**config.mk**
```make
export PLATFORM = sky130hd
export DESIGN_NAME = rec_mux_player_flat
export DESIGN_NICKNAME = d
export VERILOG_FILES = /design/src/rtl/rec_mux_player_if.sv /design/src/rtl/rec_mux_player.sv /design/src/flat_wrapper.sv
export SDC_FILE = /design/constraint.sdc
export NUM_CORES = 1
export LEC_CHECK = 0
export BUFFER_PORTS_ARGS = -buffer_cell sky130_fd_sc_hd__buf_2
export CORE_MARGIN = 4
export CORE_UTILIZATION = 63
export CTS_CLUSTER_DIAMETER = 60
export DETAILED_ROUTE_END_ITERATION = 10
export GPL_ROUTABILITY_DRIVEN = 0
export PLACE_DENSITY = 0.79
export SLEW_MARGIN = 20
export SYNTH_ARGS = -nofsm -noshare
export SYNTH_HDL_FRONTEND = slang
export SYNTH_SLANG_ARGS = --single-unit
```
**constraint.sdc**
```tcl
create_clock -name CLK50MHZ -period 5.4 [get_ports CLK50MHZ]
set_input_delay 0.54 -clock CLK50MHZ [delete_from_list [all_inputs] [get_ports CLK50MHZ]]
set_output_delay 0.54 -clock CLK50MHZ [all_outputs]
set_load 0.01 [all_outputs]
```
**src/rtl/rec_mux_player_if.sv**
```systemverilog
// rec_mux_player port bundle: sampled inputs, start level, UART line and status.
// master drives stimulus, slave is the recorder/player itself.
interface rec_mux_player_if #(
  parameter int CHANNELS = 3
);
  logic [CHANNELS-1:0] signals;
  logic                start;
  logic                TXD;
  logic                recording;
  logic                sending;
  logic                full;
  logic                busy;

  modport master (
    output signals, start,
    input  TXD, recording, sending, full, busy
  );

  modport slave (
    input  signals, start,
    output TXD, recording, sending, full, busy
  );
endinterface

```
**src/rtl/rec_mux_player.sv**
```systemverilog
// rec_mux_player: samples CHANNELS inputs into one RAM, replays each channel over UART.
// Optional trigger-armed recording when REC_TRIGGER_EN is defined.
module rec_mux_player #(
  parameter int CHANNELS   = 3,
  parameter int DEPTH      = 256,
  parameter int SAMPLE_DIV = 50,
  parameter int BAUD_DIV   = 434
) (
  input  logic CLK50MHZ,
  input  logic RST_N,
  rec_mux_player_if.slave bus
);
  localparam int AW = $clog2(DEPTH);
  localparam int NB = DEPTH / 8;
  localparam int BW = $clog2(NB) + 1;
  localparam int CW = (CHANNELS > 1) ? $clog2(CHANNELS) : 1;
  localparam int SW = $clog2(SAMPLE_DIV);
  localparam int DW = $clog2(BAUD_DIV);

  typedef enum logic [1:0] {
    S_IDLE = 2'd0,
    S_REC  = 2'd1,
    S_SEND = 2'd2
`ifdef REC_TRIGGER_EN
    , S_ARM = 2'd3
`endif
  } state_e;

  state_e              state_q, state_d;
  logic [CHANNELS-1:0] s1_q, s2_q;
  logic [SW-1:0]       pre_q, pre_d;
  logic [AW-1:0]       addr_q, addr_d;
  logic                full_q, full_d;
  logic [CW-1:0]       a_ch_q, a_ch_d;
  logic [BW-1:0]       a_bi_q, a_bi_d;
  logic [3:0]          a_bit_q, a_bit_d;
  logic [7:0]          a_sh_q, a_sh_d;
  logic                a_done_q, a_done_d;
  logic [7:0]          nxt_q, nxt_d;
  logic                nxt_vld_q, nxt_vld_d;
  logic [9:0]          fr_q, fr_d;
  logic [DW-1:0]       bd_q, bd_d;
  logic [3:0]          bt_q, bt_d;
  logic                act_q, act_d;
  logic [CHANNELS-1:0] rd_q;
  logic [AW-1:0]       rd_addr;
  logic                we;
  logic                load;
  logic [CHANNELS-1:0] mem [DEPTH];

`ifdef REC_TRIGGER_EN
  logic [CHANNELS-1:0] pv_q;

  always_ff @(posedge CLK50MHZ or negedge RST_N) begin
    if (!RST_N) pv_q <= '0;
    else        pv_q <= s2_q;
  end
`endif

  // Byte k of a channel reads addresses 8k..8k+7; a_bi_q is 1-based for data.
  assign rd_addr = AW'({a_bi_q - BW'(1), 3'b000}) | AW'(a_bit_q[2:0]);

  always_ff @(posedge CLK50MHZ) begin
    if (we) mem[addr_q] <= s2_q;
    rd_q <= mem[rd_addr];
  end

  always_comb begin
    state_d   = state_q;
    pre_d     = pre_q;
    addr_d    = addr_q;
    full_d    = full_q;
    a_ch_d    = a_ch_q;
    a_bi_d    = a_bi_q;
    a_bit_d   = a_bit_q;
    a_sh_d    = a_sh_q;
    a_done_d  = a_done_q;
    nxt_d     = nxt_q;
    nxt_vld_d = nxt_vld_q;
    fr_d      = fr_q;
    bd_d      = bd_q;
    bt_d      = bt_q;
    act_d     = act_q;
    we        = 1'b0;
    load      = 1'b0;
    case (state_q)
      S_IDLE: begin
        pre_d     = '0;
        addr_d    = '0;
        full_d    = 1'b0;
        a_ch_d    = '0;
        a_bi_d    = '0;
        a_bit_d   = '0;
        a_done_d  = 1'b0;
        nxt_vld_d = 1'b0;
        fr_d      = '1;
        bd_d      = '0;
        bt_d      = '0;
        act_d     = 1'b0;
        if (bus.start) begin
`ifdef REC_TRIGGER_EN
          state_d = S_ARM;
`else
          state_d = S_REC;
`endif
        end
      end
`ifdef REC_TRIGGER_EN
      S_ARM: begin
        if (s2_q != pv_q) state_d = S_REC;
      end
`endif
      S_REC: begin
        pre_d = (pre_q == SW'(SAMPLE_DIV - 1)) ? '0 : pre_q + SW'(1);
        if (pre_q == '0) begin
          we     = 1'b1;
          addr_d = addr_q + AW'(1);
          if (addr_q == AW'(DEPTH - 1)) begin
            full_d  = 1'b1;
            state_d = S_SEND;
          end
        end
      end
      S_SEND: begin
        // Assembler fills nxt_q while the current frame is on the wire.
        if (!nxt_vld_q && !a_done_q) begin
          if (a_bi_q == '0) begin
            nxt_d     = 8'hA0 | 8'(a_ch_q);
            nxt_vld_d = 1'b1;
            a_bi_d    = BW'(1);
          end else if (a_bit_q == 4'd8) begin
            nxt_d     = {rd_q[a_ch_q], a_sh_q[7:1]};
            nxt_vld_d = 1'b1;
            a_bit_d   = '0;
            if (a_bi_q == BW'(NB)) begin
              a_bi_d = '0;
              if (a_ch_q == CW'(CHANNELS - 1)) a_done_d = 1'b1;
              else                             a_ch_d   = a_ch_q + CW'(1);
            end else begin
              a_bi_d = a_bi_q + BW'(1);
            end
          end else begin
            a_bit_d = a_bit_q + 4'd1;
            if (a_bit_q != 4'd0) a_sh_d = {rd_q[a_ch_q], a_sh_q[7:1]};
          end
        end
        if (!act_q) begin
          load = nxt_vld_q;
        end else if (bd_q == DW'(BAUD_DIV - 1)) begin
          bd_d = '0;
          if (bt_q == 4'd9) begin
            if (nxt_vld_q) begin
              load = 1'b1;
            end else begin
              act_d = 1'b0;
              fr_d  = '1;
              if (a_done_q) begin
                full_d  = 1'b0;
                state_d = S_IDLE;
              end
            end
          end else begin
            bt_d = bt_q + 4'd1;
            fr_d = {1'b1, fr_q[9:1]};
          end
        end else begin
          bd_d = bd_q + DW'(1);
        end
        if (load) begin
          fr_d      = {1'b1, nxt_q, 1'b0};
          nxt_vld_d = 1'b0;
          act_d     = 1'b1;
          bd_d      = '0;
          bt_d      = '0;
        end
      end
      default: state_d = S_IDLE;
    endcase
  end

  always_ff @(posedge CLK50MHZ or negedge RST_N) begin
    if (!RST_N) begin
      state_q   <= S_IDLE;
      s1_q      <= '0;
      s2_q      <= '0;
      pre_q     <= '0;
      addr_q    <= '0;
      full_q    <= 1'b0;
      a_ch_q    <= '0;
      a_bi_q    <= '0;
      a_bit_q   <= '0;
      a_sh_q    <= '0;
      a_done_q  <= 1'b0;
      nxt_q     <= '0;
      nxt_vld_q <= 1'b0;
      fr_q      <= '1;
      bd_q      <= '0;
      bt_q      <= '0;
      act_q     <= 1'b0;
    end else begin
      state_q   <= state_d;
      s1_q      <= bus.signals;
      s2_q      <= s1_q;
      pre_q     <= pre_d;
      addr_q    <= addr_d;
      full_q    <= full_d;
      a_ch_q    <= a_ch_d;
      a_bi_q    <= a_bi_d;
      a_bit_q   <= a_bit_d;
      a_sh_q    <= a_sh_d;
      a_done_q  <= a_done_d;
      nxt_q     <= nxt_d;
      nxt_vld_q <= nxt_vld_d;
      fr_q      <= fr_d;
      bd_q      <= bd_d;
      bt_q      <= bt_d;
      act_q     <= act_d;
    end
  end

  assign bus.TXD     = fr_q[0];
  assign bus.busy    = (state_q != S_IDLE);
  assign bus.sending = (state_q == S_SEND);
  assign bus.full    = full_q;
`ifdef REC_TRIGGER_EN
  assign bus.recording = (state_q == S_REC) || (state_q == S_ARM);
`else
  assign bus.recording = (state_q == S_REC);
`endif
endmodule

```
**src/flat_wrapper.sv**
```systemverilog
// flat-port wrapper written by rule: the top's interface ports become plain ports
module rec_mux_player_flat 
#(
  parameter int CHANNELS   = 3,
  parameter int DEPTH      = 256,
  parameter int SAMPLE_DIV = 50,
  parameter int BAUD_DIV   = 434
)
  (CLK50MHZ, RST_N, bus_signals, bus_start, bus_TXD, bus_recording, bus_sending, bus_full, bus_busy);
  rec_mux_player_if #(.CHANNELS(CHANNELS)) bus_i ();
  input  logic CLK50MHZ;
  input  logic RST_N;
  input wire logic [$bits(bus_i.signals)-1:0] bus_signals;
  input wire logic [$bits(bus_i.start)-1:0] bus_start;
  output wire logic [$bits(bus_i.TXD)-1:0] bus_TXD;
  output wire logic [$bits(bus_i.recording)-1:0] bus_recording;
  output wire logic [$bits(bus_i.sending)-1:0] bus_sending;
  output wire logic [$bits(bus_i.full)-1:0] bus_full;
  output wire logic [$bits(bus_i.busy)-1:0] bus_busy;
  assign bus_i.signals = bus_signals;
  assign bus_i.start = bus_start;
  assign bus_TXD = bus_i.TXD;
  assign bus_recording = bus_i.recording;
  assign bus_sending = bus_i.sending;
  assign bus_full = bus_i.full;
  assign bus_busy = bus_i.busy;
  rec_mux_player #(.CHANNELS(CHANNELS), .DEPTH(DEPTH), .SAMPLE_DIV(SAMPLE_DIV), .BAUD_DIV(BAUD_DIV)) u_core (.CLK50MHZ(CLK50MHZ), .RST_N(RST_N), .bus(bus_i));
endmodule
```
* Word level (Yosys, flattened, before mapping)
Memories as Yosys holds them, arrays and structs flattened. A register that Yosys moved wholly into a read port is not among the register bits.
Cells that the tools add are included.
** Cells by class
- Reduce and logical (&&, ||, !) cells :: 25
- Bitwise logic cells :: 3
- Order comparisons :: 1
- Eq/ne operators :: 30
- Multiplexer cells :: 80
- Add/subtract/negate cells :: 8
** Operator list (count)
- 10-bit 2-to-1 mux :: 5
- 1-bit 2-to-1 mux :: 30
- 6-bit 2-to-1 mux :: 5
- 4-bit 2-to-1 mux :: 7
- 9-bit 2-to-1 mux :: 3
- 2-bit 2-to-1 mux :: 13
- 8-bit 2-to-1 mux :: 3
- 6-bit one-hot mux with 2 select lines :: 2
- 2-bit by 1-bit inequality test with 1-bit output, second input constant :: 10
- 10-bit one-hot mux with 2 select lines :: 1
- 9-bit one-hot mux with 2 select lines :: 1
- 4-bit one-hot mux with 2 select lines :: 2
- 8-bit one-hot mux with 2 select lines :: 1
- 8-bit AND reduction :: 2
- 6-bit by 1-bit adder with 6-bit output, second input constant :: 2
- 6-bit == test, second input constant :: 2
- 6-bit logical NOT :: 2
- 3-bit by 1-bit inequality test with 1-bit output, second input constant :: 4
- 3-bit AND reduction :: 4
- 6-bit AND reduction :: 2
- 9-bit by 1-bit adder with 9-bit output, second input constant :: 1
- 9-bit == test, second input constant :: 1
- 4-bit by 1-bit adder with 4-bit output, second input constant :: 2
- 8-bit by 1-bit adder with 8-bit output, second input constant :: 1
- 27 further kinds :: 41
** Word-level totals
- Register bits :: 77
- RAM bits :: 768
- Logic and storage cells :: 165
- Memories kept :: 1
- Bits of input ports :: 6
- Output and inout bits :: 5
** Memories
- u_core.mem :: words 256, width 3, read ports 1, clocked after memory_dff 1, wr ports 1, RTL line rec_mux_player.sv:49 : logic [CHANNELS-1:0] mem [DEPTH];

* Longest topological paths before layout
Gate-level depths: netlist of run 1.
- Depth in word-level cells :: 7
- Gate-level depth with buffers :: 12
- Gate-level depth less buffers :: 8

* Least setup slack after synthesis of run 1
No wires, ideal clock.
- Path kind :: reg-to-reg
- From :: register u_core.s2_q[0]
- To :: memory u_core.mem[0][0], data pin
- Buffers on the path :: 0
- Arrival :: 3.169 ns
- Required time :: 4.599 ns
- Cell stages (with the launch flop) :: 1
- Clock period less this slack :: 3.969 ns
- Library setup time :: 0.801 ns
- Path slack :: 1.431 ns
- Cells stage by stage :: dfrtp_1
** RTL lines
- start, declared :: RTL line rec_mux_player.sv:30 : logic [CHANNELS-1:0] s1_q, s2_q;
- start signal, assigned :: RTL line rec_mux_player.sv:203 : s2_q <= s1_q;
- end, declared :: RTL line rec_mux_player.sv:49
Straight into the memory's write port.

* Worst setup path after layout of run 1
- From :: register u_core.a_bi_q[0]
- To :: register u_core.rd_q[0] (read register of u_core.mem)
** Between the ends
- Cells in the longest elaborated chain, start to end :: 2
** RTL lines
- start, declared :: RTL line rec_mux_player.sv:35 : logic [BW-1:0] a_bi_q, a_bi_d;
- start signal, assigned :: RTL line rec_mux_player.sv:208 : a_bi_q <= a_bi_d;
- 5-bit by 1-bit subtractor with 5-bit output :: RTL line rec_mux_player.sv:61 : assign rd_addr = AW'({a_bi_q - BW'(1), 3'b000}) | AW'(a_bit_q[2:0]);
- 8-bit by 3-bit OR with 8-bit output :: RTL line rec_mux_player.sv:61
- end, declared :: RTL line rec_mux_player.sv:45 : logic [CHANNELS-1:0] rd_q;
Every way passes these cells.
A chain may end at the register's enable or synchronous reset.

==> summary.md, run 1 <==
| Metric | Value |
|---|---|
| Peak supply drop | 0.3858 mV |
| Critical path fanouts, max | 33 |
| CTS Hold Bufs | 0 |
| Power per standard cell area | 340.9 mW/mm^2 |
| Die area | approximately 0.059 mm^2 |
| # resized after CTS | 0 |
| Post-Synth Adder-Cell Area | 0.5810% |
| Post-layout min period | 4.057 ns |
| Crit Path Category | reg -> reg |
| Seq/Total Area, Yosys | 72.58% |
| Hold slack | 0.05928 ns |
| Post-Route WL | 80010 um |
| Clock share of power | 43.7% |
| Routed WL per cell | 28.97 um |
| Dpl hpwl | 45330 um |
| Post-Synth Simple-Gate Area | 6.757% |
| Die height | about 240 um |
| Final setup vio count | 0 |
| Met1 Track Usage GR | 36.95% |
| Most common cell after layout, fill and taps aside | edfxtp_1 |
| Core area | 0.05403 mm^2 |
| Final #Nets | 2022 |
| Max-capacitance violation count | 0 |
| # IOs | 11 |
| Largest net degree at the start of global routing | 157 |
| Register bit total from synthesis | approximately 850 |
| Drt first-iter violations | roughly 2600 |
| Main synth FF type | edfxtp_1 |
| CTS Buf Count | 82 |
| Total congestion overflow | 0 |
| Post-Syn Instances | 1999 |
| Worst skew pair latency | roughly 0.64 ns |
| Status | finished clean |
| Initial core utilization | 63.78% |
| Slew @ Worst Pin | 1.098 ns |
| Gate power share | 0.7% |
| Vias | 18910 |
| RSZ-0062 raised after global routing | no |
| Buffers on Ports | 10 |
| Mean area per synthesized cell | 17.24 um^2 |
| Critical-path top delay cell | ha_1 |
| Ant. Diodes | 0 |
| Largest family of logic cells by synthesized area | multiplexers |
| Critical Path RT | about 6 ns |
| Clock Path Buffers | 3 |
| Top cell type's share of synthesized area | 66.93% |
| Top cells by area, synth | edfxtp_1 67%, mux4_2 12%, dfrtp_1 4.8% |
| Tcrit/Tclk final | between 70% and 80% |
| Switch share | 19.35% |
| Internal power | 10390 uW |
| Fin Clk Skew | ~0.022 ns |
| Largest area contributor in the synthesized netlist | edfxtp_1 |
| Total clock sinks | 846 |
| Post-route DRC | 0 |
| GRT met2 Usage | a little over two fifths |
| Die span in x | 241.9 um |
| Vias in the first global route | 19400 |
| Post-synthesis compound-gate area fraction | 4.237% |
| Post-synthesis cell type count | 72 |
| Antenna violations before repair | 2 |
| Final Hold Vio Count | 0 |
| Worst hold path class | in -> async |
| DRT antenna net count | 0 |
| CTS tree | yes |
| Biggest cell delay along the critical path | 0.81 ns |
| Postcts setup bufs | 0 |
| Sequential power share | 55.6% |
| Critical Path Sink Type | register |
| Syn-to-layout area delta | 9.706% |
| Post-Synth XOR/XNOR Area | 0.3812% |
| Worst EP arrival | 4.57 ns |
| Worst-path clk slew | about 0.06 ns |
| Post-synth EDFFs | 768 |
| Mux cell area share after synthesis | between 10% and 20% |
| Crit path launch type | register |
| Multi-input gate area | 0.008791 mm^2 |
| P_leak | 0.01173 uW |
| Proportion of layout cells with a drive suffix above 1 | between 10% and 20% |
| M3 GR Usage | 7.466% |
| Ys Warns | 0 |
| Synth Net Count | just over 2000 |
| Root buf cell | clkbuf_16 |
| Psw | 2494 uW |
| Gr busiest metal | met2 |
| Mapped cell area | 0.03446 mm^2 |
| Post-Route Setup TNS | 0 ns |
| Slew HR | 26.62% |
| Global-route wire length before repair | between 100000 and 150000 um |
| Layout fillers | 3213 |
| Asr flop ratio synth | 8.865% |
| Drt first pass iters | 5 |
| GRT Total Usage | approximately 28% |
| # rows | 85 |
| Most frequent cells in the layout | 768 x edfxtp_1, 319 x nor2_1, 185 x mux4_2, 86 x nand2_1, 85 x clkbuf_16 |
| Register area | 0.02503 mm^2 |
| H-Tree Depth | 3 |
| Vias/cell | 6.845 |
| F_max | 246.5 MHz |
| Cell Chain, Critical Path | buf_4, inv_1, ha_1, inv_1, nand2_1, a21oi_1, nor2_1, nand4_1, a31o_1 |
| Fin. max-slew vios | 0 |
| Worst path most repeated cell | inv_1 |
## power by group through the flow
stage | combinational (uW) | clock [uW] | sequential (uW)
2_1_floorplan | 0.0109 | 0 | 7340
4_1_cts | 75.0 | 5670 | 7180
3_5_place_dp | 74.8 | 0 | 7310
5_1_grt | 104 | 5980 | 7160
3_3_place_gp | 74.5 | 0 | 7310
6_report | 93.5 | 5630 | 7160
## cell type report
type                    count  share of cell area [%]
inverters                  22                  0.2184
flip-flops and latches    846                   66.21
clock inverters            43                  0.9830
multi-input cells        1009                   23.25
well taps                 696                   2.304
repair buffers             39                   1.052
clock buffers             107                   5.977
## cell families (layout without fill, tap and decap cells)
logic type,count (synthesis),after routing
AOI/OAI and AO/OA,211,211
and+or+nand+nor,539,539
adders and majority gates,16,16
buffers and inverters,144,211
muxes,228,228
xor gates and xnor gates,15,15
DFF,846,846
## cell usage after synthesis, drive strengths merged, types with 4 or more instances
master,n
a211oi,4
a21oi,31
a221oi,6
a22o,13
a22oi,47
a31o,4
a31oi,15
and2,4
and3,8
buf,53
clkbuf,69
dfrtp,66
dfstp,9
edfxtp,768
ha,16
inv,22
mux2,8
mux2i,35
mux4,185
nand2,89
nand2b,8
nand3,33
nand3b,6
nand4,28
nor2,320
nor2b,9
nor3,11
nor4,8
o21ai,49
o22ai,5
o31ai,7
xnor2,7
xor2,8
## state kept, by name, summed over array words and instances (netlist names), 2 cells and up
name,flops
u_core.mem,768
u_core.bd_q,9
u_core.fr_q,9
u_core.addr_q,8
u_core.nxt_q,8
u_core.a_sh_q,7
u_core.a_bi_q,6
u_core.pre_q,6
u_core.a_bit_q,4
u_core.bt_q,4
u_core.rd_q,3
u_core.s1_q,3
u_core.s2_q,3
u_core.a_ch_q,2
u_core.state_q,2
## worst max-delay path: cells and delay by family (launching register included)
family                     cells  cell delay (ns)
AOI/OAI and AO/OA              2             0.51
adders and majority gates      1             0.81
buffers and inverters          3             1.03
DFF                            1             0.32
and+or+nand+nor                3             1.27
## metrics by stage
stage	setup WS, ns	instances	instance area, um^2	total power [uW]	utilization [%]
finish	1.343	2762	37800	12890	69.97
global route	1.204	2762	37800	13240	69.97
CTS	1.441	2757	37730	12920	69.83
detailed placement	1.432	2607	35090	7388	64.96
global placement	1.639	2607	35090	7387	64.96
floorplan	1.431	1999	34460	7344	-
## per-layer routing
metal | share of wire [%] | vias to the layer above
met5 | 0.037 | -
met2 | 49 | 1229
met4 | 4.6 | 4
li1 | - | 7884
met3 | 11 | 231
met1 | 36 | 9557
## worst paths after layout
path | slack [ns] | endpoint | cells after the start | start
max | 1.34 | u_core.rd_q[0]$_DFF_P_ | 9 | u_core.a_bi_q[0]$_DFFE_PN0P_
min | 0.06 | u_core.addr_q[6]$_DFFE_PN0P_ | 1 | RST_N
max reg2reg | 1.34 | u_core.rd_q[0]$_DFF_P_ | 9 | u_core.a_bi_q[0]$_DFFE_PN0P_
min reg2reg | 0.35 | u_core.s2_q[0]$_DFF_PN0_ | 0 | u_core.s1_q[0]$_DFF_PN0_
max in group asynchronous | 4.63 | u_core.a_bit_q[0]$_DFFE_PN0P_ | 1 | RST_N
min in group CLK50MHZ | 0.18 | u_core.state_q[0]$_DFFE_PN0P_ | 3 | bus_start
Power figures use the tool's default switching activity.
==> inputs of run 2 (changes only) <==
CORE_UTILIZATION = 57   (was 63)
PLACE_DENSITY = 0.76   (was 0.79)
clock period = 3.48 ns   (was 5.4 ns; I/O delays follow)
==> summary.md, run 2 (same netlist as run 1, synthesis figures left out) <==
| Metric | Value |
|---|---|
| R2R Path Start | u_core.a_bit_q[0]$_DFFE_PN0P_ |
| Clock Path Buffers | 3 (unchanged) |
| Buffers on Ports | 10 (unchanged) |
| Max FFs per register | 768 (unchanged) |
| Critical Path Sink Type | register |
| # IOs | 11 (unchanged) |
| Syn-to-layout area delta | 11.43% |
| RSZ-0062 raised after global routing | no |
| Crit Path Category | reg -> reg |
| Post-Route WL | 79920 um (-0.11%) |
| Core area | 0.05946 mm^2 (+10%) |
| Post-layout min period | 3.163 ns (-0.8939 ns) |
| Worst hold path class | reg -> reg |
| Antenna violations before repair | 1 (-1) |
| Dpl hpwl | 49070 um (+8.2%) |
| Hold path cells | 0 |
| Worst EP arrival | 3.65 ns (-0.92 ns) |
| Worst skew pair latency | 0.62 ns (-0.02 ns) |
| Crit path launch type | register |
| Initial core utilization | 57.95% (-5.8 points) |
| Max-capacitance violation count | 0 (unchanged) |
| F_max | 316.2 MHz (+28%) |
| Register with the most flip-flops | u_core.mem |
| Power per standard cell area | 523.2 mW/mm^2 (+53%) |
| R2r setup slk | 0.32 ns (-1.03 ns) |
| Met1 Routed Length | 30830 um (+7.3%) |
| Post-Route Setup TNS | 0 ns (unchanged) |
| Largest regs | u_core.mem: 768 flops, u_core.bd_q: 9 flops, u_core.fr_q: 9 flops |
| Vias in the first global route | 19240 (-0.81%) |
| Die span in x | 253.9 um (+5.0%) |
| Post-Layout Cell Count | 2896 (+4.9%) |
| Critical Path RT | 3.96 ns (-1.96 ns) |
| Routed WL per cell | 27.60 um (-4.7%) |
| Die area | 0.06445 mm^2 (+10%) |
| H-Tree Depth | 3 (unchanged) |
| Met2 Wirelength | 38130 um (-2.1%) |
| Slew HR | 27.97% (+1.4 points) |
| Drt first pass iters | 6 (+1) |
| Slew @ Worst Pin | 1.076 ns (-0.02189 ns) |
| Postcts setup bufs | 0 (unchanged) |
| Ant. Diodes | 0 (unchanged) |
| Tcrit/Tclk final | 90.88% (+16 points) |
| Final #Nets | 2079 (+2.8%) |
| Largest net degree at the start of global routing | 138 (-12%) |
| DRT antenna net count | 0 (unchanged) |
| Layout fillers | 3904 (+22%) |
| # rows | 89 (+4.7%) |
| Top Metal Used | met5 |
| Post-route DRC | 0 (unchanged) |
| Vias/cell | 6.594 (-3.7%) |
| Peak supply drop | 0.4065 mV (+5.4%) |
| Worst-path clk slew | 0.06 ns (about the same) |
| GRT Total Usage | 25.35% (-2.2 points) |
| Root buf cell | clkbuf_16 |
| Most common cell after layout, fill and taps aside | edfxtp_1 |
| Final setup vio count | 0 (unchanged) |
| Placed cell count | 2741 (+5.1%) |
| Die height | 253.9 um (+5.0%) |
| P_leak | 0.01202 uW (+2.5%) |
| Most frequent cells in the layout | 768 x edfxtp_1, 319 x nor2_1, 185 x mux4_2, 88 x nand2_1, 87 x clkbuf_16 |
| Drt first-iter violations | 2900 (+11%) |
| Hold Path Sink | u_core.s2_q[1]$_DFF_PN0_ |
| Hold Startpoint | u_core.s1_q[1]$_DFF_PN0_ |
| Reg2reg end | u_core.rd_q[1]$_DFF_P_ |
| CTS Buf Count | 82 (unchanged) |
| Status | finished clean |
| CTS tree | yes |
| Fin Clk Skew | 0.02232 ns (+0.0006432 ns) |
| Global-route wire length before repair | 121500 um (+0.28%) |
| R2R depth | 8 (-1) |
| Metal3 WL | 7931 um (-8.3%) |
| Final Hold Vio Count | 0 (unchanged) |
| Critical path fanouts, max | 25 (-24%) |
| Total congestion overflow | 0 (unchanged) |
| Fin. max-slew vios | 0 (unchanged) |
| Vias | 19100 (+1.0%) |
| Total clock sinks | 846 (unchanged) |
| Proportion of layout cells with a drive suffix above 1 | 20.21% (+1.5 points) |
[run 2: cell count changes in the layout (fill, tap and decap cells not counted), moves of 3 or more]
cell / previous run / this run
buf_12: 8 / 15
buf_4: 18 / 67
clkinv_1: 13 / 19
clkinv_2: 17 / 10
nand3_1: 30 / 33
nand3_2: 3 / 0
[run 2: through the flow]
step | setup slack (ns) | util (%) | hold WS, ns | power (uW) | cell area, um^2
2_1_floorplan | 0.9512 | - | 0.05241 | 11380 | 34460
3_3_place_gp | 0.2600 | 60.00 | 0.3407 | 11470 | 35680
6_report | 0.3173 | 64.57 | 0.3536 | 20090 | 38400
4_1_cts | 0.2089 | 64.56 | 0.3306 | 20210 | 38390
3_5_place_dp | 0.2214 | 60.00 | 0.3355 | 11480 | 35680
5_1_grt | 0.2109 | 64.57 | 0.3519 | 20660 | 38400
[run 2: layout make-up]
cell class	instances	area (um^2)	area share (%)
sequential	846	25030	65.19
clock buffer	110	2295	5.976
inverter	22	82.58	0.2151
clock inverter	40	367.9	0.9580
multi-input combinational	1009	8757	22.81
tap	773	967.2	2.519
timing repair buffer	96	898.4	2.340
[run 2: worst max-delay path, stage by stage, from the launching register on]
cell      delay, ns
dfrtp_4        0.64
buf_12         0.28
buf_4          0.34
mux4_2         0.54
a22o_1         0.22
a221oi_2       0.26
nor3_1         0.11
nor4_2         0.44
o22ai_1        0.16
[run 2: where the power goes]
| part | internal [uW] | switching, uW | leakage (uW) |
|---|---|---|---|
| clock network | 5150 | 3680 | 0.00130 |
| logic | 22.5 | 121 | 0.00283 |
| registers | 11100 | 39.5 | 0.00789 |
| total | 16300 | 3840 | 0.0120 |
[run 2: worst max path at each step]
stage                                  start                endpoint  slack, ns  cells after the start
2_1_floorplan   u_core.a_bi_q[0]$_DFFE_PN0P_  u_core.rd_q[0]$_DFF_P_       0.95                     10
4_1_cts        u_core.a_bit_q[0]$_DFFE_PN0P_  u_core.rd_q[1]$_DFF_P_       0.21                      8
6_report       u_core.a_bit_q[0]$_DFFE_PN0P_  u_core.rd_q[1]$_DFF_P_       0.32                      8
5_1_grt        u_core.a_bit_q[0]$_DFFE_PN0P_  u_core.rd_q[1]$_DFF_P_       0.21                      7
3_3_place_gp   u_core.a_bit_q[0]$_DFFE_PN0P_  u_core.rd_q[1]$_DFF_P_       0.26                      8
3_5_place_dp   u_core.a_bit_q[0]$_DFFE_PN0P_  u_core.rd_q[1]$_DFF_P_       0.22                      8
[run 2: per-layer routing]
metal	track usage (%)	vias up
met2	39.94	1106
met5	0	-
li1	-	8017
met4	9.389	2
met3	5.025	189
met1	35.97	9783
[run 2: what timing repair did]
item | 4_1_cts | 5_1_grt
hold buffers | 5 | 0
hold endpoints to repair | 70 | 0
endpoints found under the setup margin | 0 | 1
resized for setup | 0 | 1
==> inputs of run 3 (changes only) <==
CORE_ASPECT_RATIO = 2   (was unset)
SETUP_SLACK_MARGIN = 0.5   (was unset)
==> summary.md, run 3 (same netlist as run 1, synthesis figures left out) <==
| Metric | Value |
|---|---|
| Max-capacitance violation count | 0 (unchanged) |
| Syn-to-layout area delta | 11.08% |
| P_leak | 0.01194 uW (-0.65%) |
| Initial core utilization | 57.52% (-0.43 points) |
| Antenna violations before repair | 0 (-1) |
| Die span in x | 181.9 um (-28%) |
| Status | finished clean |
| Fin worst setup slack | 0.6015 ns (+0.2843 ns) |
| Total clock sinks | 846 (unchanged) |
| Crit Path Category | reg -> reg |
| Root buf cell | clkbuf_16 |
| Worst hold path class | reg -> reg |
| # IOs | 11 (unchanged) |
| Post-Route Setup TNS | 0 ns (unchanged) |
| H-Tree Depth | 3 (unchanged) |
| Buffers on Ports | 10 (unchanged) |
| Largest regs | u_core.mem: 768 flops, u_core.bd_q: 9 flops, u_core.fr_q: 9 flops |
| Power Total | 19270 uW (-4.1%) |
| Critical path fanouts, max | 22 (-12%) |
| Largest net degree at the start of global routing | 89 (-36%) |
| Final setup vio count | 0 (unchanged) |
| CTS Buf Count | 68 (-17%) |
| Global-route wire length before repair | 127200 um (+4.8%) |
| Routed WL per cell | 29.48 um (+6.8%) |
| CTS tree | yes |
| Fin. max-slew vios | 0 (unchanged) |
| Vias/cell | 6.670 (+1.1%) |
| DRT antenna net count | 0 (unchanged) |
| Worst-path clk slew | 0.07 ns (about the same) |
| Drt first-iter violations | 2510 (-13%) |
| Crit path launch type | register |
| Hold slack | 0.3567 ns (+0.003098 ns) |
| Post-route DRC | 0 (unchanged) |
| Critical Path Sink Type | register |
| Tcrit/Tclk final | 82.71% (-8.2 points) |
| Post-layout min period | 2.878 ns (-0.2843 ns) |
| Proportion of layout cells with a drive suffix above 1 | 21.71% (+1.5 points) |
| # rows | 127 (+43%) |
| Fin Clk Skew | 0.02756 ns (+0.005237 ns) |
| Total congestion overflow | 0 (unchanged) |
| Dpl ws | 0.2386 ns (+0.01719 ns) |
| Vias | 19300 (+1.0%) |
| Ant. Diodes | 0 (unchanged) |
| F_max | 347.4 MHz (+9.9%) |
| Critical Path RT | 3.99 ns (+0.03 ns) |
| Final #Nets | 2085 (+0.29%) |
| Drt first pass iters | 6 (unchanged) |
| Worst skew pair latency | 0.62 ns (about the same) |
| Dpl hpwl | 54780 um (+12%) |
| GRT Total Usage | 26.55% (+1.2 points) |
| RSZ-0062 raised after global routing | yes |
| Die area | 0.06469 mm^2 (+0.37%) |
| Max FFs per register | 768 (unchanged) |
| Clock Path Buffers | 3 (unchanged) |
| Layout fillers | 3844 (-1.5%) |
| Vias in the first global route | 20150 (+4.7%) |
| Peak supply drop | 0.3118 mV (-23%) |
| Worst EP arrival | 3.39 ns (-0.26 ns) |
| Most frequent cells in the layout | 768 x edfxtp_1, 315 x nor2_1, 185 x mux4_2, 83 x buf_4, 79 x nand2_1 |
| Final Hold Vio Count | 0 (unchanged) |
| Core area | 0.05991 mm^2 (+0.74%) |
| Most common cell after layout, fill and taps aside | edfxtp_1 |
| Slew @ Worst Pin | 1.036 ns (-0.04022 ns) |
| Register with the most flip-flops | u_core.mem |
| Slew HR | 30.92% (+2.9 points) |
| Power per standard cell area | 503.4 mW/mm^2 (-3.8%) |
| Post-Route WL | 85300 um (+6.7%) |
| Die height | 355.7 um (+40%) |
run 3: final cells by class:
cell class | count | area (um^2) | area share, %
clock buffer | 85 | 1829 | 4.779
clock inverter | 41 | 466.7 | 1.219
inverter | 22 | 82.58 | 0.2157
multi-input combinational | 1009 | 8816 | 23.03
sequential | 846 | 25030 | 65.39
tap | 774 | 968.4 | 2.530
timing repair buffer | 116 | 1085 | 2.834
run 3: repair_timing:
action / CTS / global route
setup buffers: 1 / 4
cloned: 0 / 0
gates resized for setup: 6 / 11
hold endpoints to repair: 70 / 0
setup endpoints to repair: 78 / 148
hold buffers: 5 / 0
pin swaps: 0 / 0
run 3: worst paths after layout:
check | slack, ns | cells past startpoint | to | start
hold reg to reg | 0.36 | 0 | u_core.s2_q[0]$_DFF_PN0_ | u_core.s1_q[0]$_DFF_PN0_
min in group asynchronous | 0.39 | 2 | u_core.bt_q[0]$_DFFE_PN0P_ | RST_N
setup / recovery | 0.60 | 9 | u_core.rd_q[2]$_DFF_P_ | u_core.a_bit_q[0]$_DFFE_PN0P_
setup reg to reg | 0.60 | 9 | u_core.rd_q[2]$_DFF_P_ | u_core.a_bit_q[0]$_DFFE_PN0P_
hold / removal | 0.36 | 0 | u_core.s2_q[0]$_DFF_PN0_ | u_core.s1_q[0]$_DFF_PN0_
max in group asynchronous | 2.30 | 2 | u_core.a_bit_q[0]$_DFFE_PN0P_ | RST_N
run 3: layer usage:
layer	up-vias	GRT usage (%)	routed length [um]
li1	8001	-	-
met1	9903	30.08	26770
met2	1103	47.43	46400
met3	289	3.769	6279
met4	0	15.97	5840
met5	-	0	0
run 3: power breakdown:
group / internal [uW] / switching, uW / total (uW)
clock: 4400 / 3610 / 8010
combinational: 27.2 / 115 / 142
sequential: 11100 / 47.5 / 11100
total: 15500 / 3770 / 19300
run 3: per-stage QoR:
| stage | area (um^2) | util, % | cells |
|---|---|---|---|
| after CTS | 38200 | 63.76 | 2889 |
| after detailed placement | 35820 | 59.79 | 2757 |
| after global placement | 35820 | 59.79 | 2757 |
| after global routing | 38280 | 63.90 | 2893 |
| final | 38280 | 63.90 | 2893 |
| after floorplan | 34460 | - | 1999 |
run 3: worst max-delay path: stages (launching register included):
cell and delay [ns]:
dfrtp_4 0.55, buf_12 0.26, buf_4 0.20, mux4_2 0.50
nand4_1 0.14, nand2_1 0.08, nor4_1 0.46, buf_4 0.23
a221oi_1 0.08, a31o_1 0.23
